## src/rtl/gpu_pkg.sv

```systemverilog
// Shared GPU definitions: VRAM geometry plus the fill engine's mode and state encodings.
package gpu_pkg;
  localparam int VRAM_ADDR_WIDTH = 12;
  localparam int VRAM_SIZE       = 1 << VRAM_ADDR_WIDTH;
  localparam int VRAM_DATA_WIDTH = 8;

  typedef enum logic [1:0] {
    FILL_CONST  = 2'd0,
    FILL_RAMP   = 2'd1,
    FILL_STREAM = 2'd2
  } fill_mode_t;

  typedef enum logic [1:0] {
    FS_IDLE = 2'd0,
    FS_RUN  = 2'd1,
    FS_FIN  = 2'd2
  } fill_state_t;

  // The reserved encoding falls back to a constant fill.
  function automatic fill_mode_t decode_mode(input logic [1:0] raw);
    case (raw)
      2'd1:    return FILL_RAMP;
      2'd2:    return FILL_STREAM;
      default: return FILL_CONST;
    endcase
  endfunction
endpackage

```

## src/rtl/fill_ramp_gen_m.sv

```systemverilog
// Ramp accumulator: load latches start/step, advance adds step; value is registered (0-cycle read).
// No backpressure of its own; the owner simply withholds advance while stalled.
module fill_ramp_gen_m #(
  parameter int WIDTH = 8
) (
  input  logic             clk,
  input  logic             rst,
  input  logic             load,
  input  logic             advance,
  input  logic [WIDTH-1:0] start,
  input  logic [WIDTH-1:0] step,
  output logic [WIDTH-1:0] value
);
  logic [WIDTH-1:0] step_q;

  always_ff @(posedge clk) begin
    if (rst) begin
      value  <= '0;
      step_q <= '0;
    end else if (load) begin
      value  <= start;
      step_q <= step;
    end else if (advance) begin
      value <= value + step_q;
    end
  end
endmodule

```

## src/rtl/vram_fill_engine_m.sv

```systemverilog
// Command-driven VRAM fill (const/ramp/stream); first write request 1 cycle after accept, done 1 cycle after last commit.
// Stalls with all state held while wr_grant is low or the stream source is empty.
module vram_fill_engine_m
  import gpu_pkg::*;
#(
  parameter int ADDR_WIDTH = VRAM_ADDR_WIDTH,
  parameter int DATA_WIDTH = VRAM_DATA_WIDTH,
  parameter int LEN_WIDTH  = ADDR_WIDTH + 1
) (
  input  logic                  clk,
  input  logic                  rst,
  input  logic                  cmd_valid,
  output logic                  cmd_ready,
  input  logic [1:0]            cmd_mode,
  input  logic [ADDR_WIDTH-1:0] cmd_base,
  input  logic [LEN_WIDTH-1:0]  cmd_len,
  input  logic [DATA_WIDTH-1:0] cmd_value,
  input  logic [DATA_WIDTH-1:0] cmd_step,
  input  logic                  abort,
  input  logic                  src_valid,
  input  logic [DATA_WIDTH-1:0] src_data,
  output logic                  src_ready,
  input  logic                  wr_grant,
  output logic [ADDR_WIDTH-1:0] address,
  output logic [DATA_WIDTH-1:0] data,
  output logic                  write_enable,
  output logic                  busy,
  output logic                  done,
  output logic                  aborted
);
  localparam logic [1:0] ST_IDLE = FS_IDLE;
  localparam logic [1:0] ST_RUN  = FS_RUN;
  localparam logic [1:0] ST_FIN  = FS_FIN;

  logic [1:0]            state;
  fill_mode_t            mode_q;
  logic [ADDR_WIDTH-1:0] ptr;
  logic [LEN_WIDTH-1:0]  remaining;
  logic [DATA_WIDTH-1:0] value_q;
  logic [DATA_WIDTH-1:0] ramp_value;
  logic                  aborted_q;
  logic                  accept;
  logic                  run;
  logic                  commit;
  logic                  last;

  always_comb begin
    accept       = (state == ST_IDLE) && cmd_valid;
    run          = (state == ST_RUN);
    write_enable = run && ((mode_q != FILL_STREAM) || src_valid);
    commit       = write_enable && wr_grant;
    last         = commit && (remaining == LEN_WIDTH'(1));
    src_ready    = run && (mode_q == FILL_STREAM) && src_valid && wr_grant;
    data         = '0;
    if (run) begin
      case (mode_q)
        FILL_RAMP:   data = ramp_value;
        FILL_STREAM: data = src_data;
        default:     data = value_q;
      endcase
    end
  end

  assign cmd_ready = (state == ST_IDLE);
  assign busy      = run;
  assign done      = (state == ST_FIN);
  assign aborted   = aborted_q;
  assign address   = ptr;

  fill_ramp_gen_m #(
    .WIDTH(DATA_WIDTH)
  ) u_ramp (
    .clk    (clk),
    .rst    (rst),
    .load   (accept),
    .advance(commit),
    .start  (cmd_value),
    .step   (cmd_step),
    .value  (ramp_value)
  );

  always_ff @(posedge clk) begin
    if (rst) begin
      state     <= ST_IDLE;
      mode_q    <= FILL_CONST;
      ptr       <= '0;
      remaining <= '0;
      value_q   <= '0;
      aborted_q <= 1'b0;
    end else begin
      case (state)
        ST_IDLE: begin
          if (cmd_valid) begin
            mode_q    <= decode_mode(cmd_mode);
            ptr       <= cmd_base;
            remaining <= cmd_len;
            value_q   <= cmd_value;
            aborted_q <= 1'b0;
            state     <= (cmd_len == '0) ? ST_FIN : ST_RUN;
          end
        end
        ST_RUN: begin
          if (commit) begin
            ptr       <= ptr + ADDR_WIDTH'(1);
            remaining <= remaining - LEN_WIDTH'(1);
          end
          // A final commit wins over a simultaneous abort: the command did complete.
          if (last) begin
            state <= ST_FIN;
          end else if (abort) begin
            state     <= ST_FIN;
            aborted_q <= 1'b1;
          end
        end
        ST_FIN:  state <= ST_IDLE;
        default: state <= ST_IDLE;
      endcase
    end
  end
endmodule

```

## config.mk

```make
export PLATFORM = sky130hd
export DESIGN_NAME = vram_fill_engine_m
export DESIGN_NICKNAME = d
export VERILOG_FILES = /design/src/rtl/gpu_pkg.sv /design/src/rtl/fill_ramp_gen_m.sv /design/src/rtl/vram_fill_engine_m.sv
export SDC_FILE = /design/constraint.sdc
export NUM_CORES = 1
export LEC_CHECK = 0
export CAP_MARGIN = 20
export CORE_MARGIN = 10
export CORE_UTILIZATION = 25
export DETAILED_ROUTE_END_ITERATION = 10
export PLACE_DENSITY = 0.49
export SLEW_MARGIN = 10
export SYNTH_ARGS = -nofsm -noshare
export SYNTH_HDL_FRONTEND = slang
export SYNTH_HIERARCHICAL = 1
export SYNTH_SLANG_ARGS = --single-unit
```

## constraint.sdc

```tcl
create_clock -name clk -period 2.8 [get_ports clk]
set_input_delay 0.42 -clock clk [delete_from_list [all_inputs] [get_ports clk]]
set_output_delay 0.42 -clock clk [all_outputs]
set_load 0.01 [all_outputs]
```

==> run metrics <==
Core Footprint 13,200 um2; Via-to-Cell Ratio 5.18; residual overflow from global routing 0; maximum single-stage delay on the critical path 600 ps; area growth from synthesis to layout 35.0%; CP Data Arrival Time 2120 ps; die outline height 136 um; Inserted Diodes 0; most used standard cell by instance count after synthesis sky130_fd_sc_hd__nor2_1; Hold WC Path Type reg -> reg; switching pwr 0.690 mW; number of flops mapped to enable cells by yosys 0; transition at the pin with the smallest max-transition slack 780 ps; mean instance size in the synthesized netlist 7.74 um2; run status finished clean; number of detailed-routing iterations run before antenna repair 5; Post-synth top flop sky130_fd_sc_hd__dfxtp_1; CTS resizes 0; hold buffer count at CTS 0; count of nets left with antenna violations after detail routing 0; Synth Warn # 6; post-layout min period 2540 ps; Die Outline Area 18,500 um2; kind of end point of the critical path primary output; CTS clk-pin slew, worst paths 80 ps; HPWL after detailed placement 8.89 mm; top-level port count 83; initial DRC count 250; total standard cell area after synthesis 3360 um2; Net Count, Synth 504; cell taking the most area after synthesis sky130_fd_sc_hd__dfxtp_1; Hold Fails Final Rpt 0; pwr dens 473 nW/um2; mean routed wirelength per cell 17.2 um; post-synthesis sequential element count 54; Leak 1.60 nW; portion of total power attributed to combinational logic 28.5%; max-cap check violation count 0; async set or reset register ratio after synthesis 0%; Num CTS Buffers 5; class of the most critical setup path reg -> out; fin crit share 90.8%; critical path cell sequence inv_1 -> ha_1 -> a21oi_1 -> nor2_1 -> clkdlybuf4s50_1; Slew Limit Fails 0; headroom to the max-slew limit 47.6%; final routed wirelength across all metal layers 11.7 mm; power share of the clock group 29.4%; pin count of the biggest net entering global routing 43; worst supply voltage drop on vdd 202 uV; Achievable Freq 393 MHz; portion of total power attributed to sequential cells 42.1%; gr usage total 12.4%; Starting Density 25.5%; total of buffers placed on input and output ports 82; maximum clock path buffer count 2; net count of the finished layout 575; number of placement rows 42; vias in the first global route 3,476; highest fanout seen on the critical path 16; proportion of layout cells with a drive suffix above 1 6.72%; fraction of synthesized cell area taken by the top area cell type 32.2%; cell count after synthesis 434; Power Internal 1.46 mW; clock network latency to the later pin of the worst-skew pair 300 ps; GPL Wtd Cong 0.884; largest cells by area after synthesis sky130_fd_sc_hd__dfxtp_1 (32%), sky130_fd_sc_hd__nor2_1 (6.1%), sky130_fd_sc_hd__a21oi_1 (6.0%); Sw Ratio 32.2%; first-pass GRT wire length 18.6 mm; number of H-tree levels 2; required time at the endpoint of the critical path 2380 ps; clock root buffer sky130_fd_sc_hd__clkbuf_16; die boundary width 136 um; Post-synth top cells sky130_fd_sc_hd__nor2_1 (55), sky130_fd_sc_hd__dfxtp_1 (54), sky130_fd_sc_hd__nand2_1 (43), sky130_fd_sc_hd__a21oi_1 (40), sky130_fd_sc_hd__clkbuf_1 (25); initial antenna violation count 0; final setup skew 12.5 ps; sum of negative setup slack 0 ps; sequential fraction of the synthesis area 32.2%; total number of vias 3,530; Worst Hold Slack 456 ps; post-CTS setup buffer count 0; Startpoint Class flop; final setup violating endpoints 0; slowest stage cell on the critical path sky130_fd_sc_hd__ha_1; setup repair after global routing missed its margin false; TritonCTS clock tree built; number of library cell types mapped by synthesis 65; DRC Markers 0; clk sink count 54
[stage by stage]
stage | setup WS, ps | cells | power (mW) | util (%) | cell area [um2]
floorplan | 579 | 434 | 1.26 | - | 3360
global placement | 462 | 674 | 1.52 | 33.3 | 4390
detailed placement | 438 | 674 | 1.53 | 33.3 | 4390
CTS | 227 | 682 | 2.17 | 34.4 | 4530
global route | 74.9 | 682 | 2.28 | 34.4 | 4530
finish | 258 | 682 | 2.15 | 34.4 | 4530
[logic make-up (layout without fill, tap and decap cells)]
family	Yosys count	in the layout	share of synthesized area, %
AO/OA/AOI/OAI	139	139	28.7
XOR/XNOR	5	5	1.30
adder cells (fa/ha/maj)	13	13	5.07
buffers and inverters	52	124	6.33
flip-flops	54	54	32.2
multiplexers	11	11	3.32
AND/OR/NAND/NOR	160	160	23.1
[critical path: cells and delay by family (launching register included)]
kind                     cells  cell delay, ps
AO/OA/AOI/OAI                1             140
adder cells (fa/ha/maj)      1             600
flip-flops                   1             360
AND/OR/NAND/NOR              1             110
buffers and inverters        2             610
[registers in the layout, indices dropped and copies added (netlist names)]
register	flops
remaining	13
address	12
u_ramp/step_q	8
u_ramp/value	8
value_q	8
mode_q	2
state	2
aborted	1
[cells in the final DEF (no fill, tap or decap), types with 3 or more instances in the layout]
master and instances:
sky130_fd_sc_hd__buf_4 15, sky130_fd_sc_hd__clkbuf_16 5, sky130_fd_sc_hd__and3_1 5, sky130_fd_sc_hd__nand3b_1 4
sky130_fd_sc_hd__nand2_1 43, sky130_fd_sc_hd__mux2i_1 10, sky130_fd_sc_hd__nor4_1 4, sky130_fd_sc_hd__o211ai_1 5
sky130_fd_sc_hd__o21a_1 3, sky130_fd_sc_hd__a221oi_1 4, sky130_fd_sc_hd__a311oi_1 6, sky130_fd_sc_hd__a21oi_1 40
sky130_fd_sc_hd__o311ai_0 7, sky130_fd_sc_hd__nor2_1 55, sky130_fd_sc_hd__dfxtp_1 54, sky130_fd_sc_hd__nor2b_1 4
sky130_fd_sc_hd__o21ai_0 13, sky130_fd_sc_hd__xnor2_1 4, sky130_fd_sc_hd__nor3b_1 7, sky130_fd_sc_hd__nor3_1 5
sky130_fd_sc_hd__a211oi_1 7, sky130_fd_sc_hd__o31ai_1 6, sky130_fd_sc_hd__a22oi_1 9, sky130_fd_sc_hd__clkdlybuf4s50_1 82
sky130_fd_sc_hd__a31oi_1 9, sky130_fd_sc_hd__inv_1 17, sky130_fd_sc_hd__nand4_1 8, sky130_fd_sc_hd__a41oi_1 3
sky130_fd_sc_hd__ha_1 12, sky130_fd_sc_hd__nand2b_1 5, sky130_fd_sc_hd__nand3_1 11
[worst paths after layout]
check / start / endpoint / slack [ps] / cells past startpoint
worst max-delay path: mode_q[0]$_SDFFE_PP0P_ / data[2] / 260 / 5
worst min-delay path: value_q[4]$_SDFFE_PP0P_ / value_q[4]$_SDFFE_PP0P_ / 460 / 2
worst max register to register: mode_q[0]$_SDFFE_PP0P_ / remaining[4]$_SDFFE_PP0P_ / 670 / 7
worst min register to register: value_q[4]$_SDFFE_PP0P_ / value_q[4]$_SDFFE_PP0P_ / 460 / 2
[power by group through the flow]
stage          logic, mW  clock network, mW  registers (mW)
6_report           0.611              0.632           0.903
2_1_floorplan      0.350                  0           0.910
3_5_place_dp       0.611                  0           0.919
5_1_grt            0.675              0.687           0.914
4_1_cts            0.614              0.655           0.901
3_3_place_gp       0.606                  0           0.919
[routing by layer]
metal	up-vias	GRT usage, %	wire length (um)
met1	1682	15.8	5500
met2	97	20.7	5480
met4	0	2.54	94
met5	-	0	0
met3	8	3.03	668
li1	1743	-	-
[area by class of cell]
class                           instances  area (um2)
Multi-Input combinational cell        328        2060
Sequential cell                        54        1080
Timing Repair Buffer                   98         953
Tap cell                              176         220
Clock inverter                          3        21.3
Clock buffer                            5         125
Inverter                               18        67.6
Fill cell                            1394        8660
(Power assumes the default switching activity.)
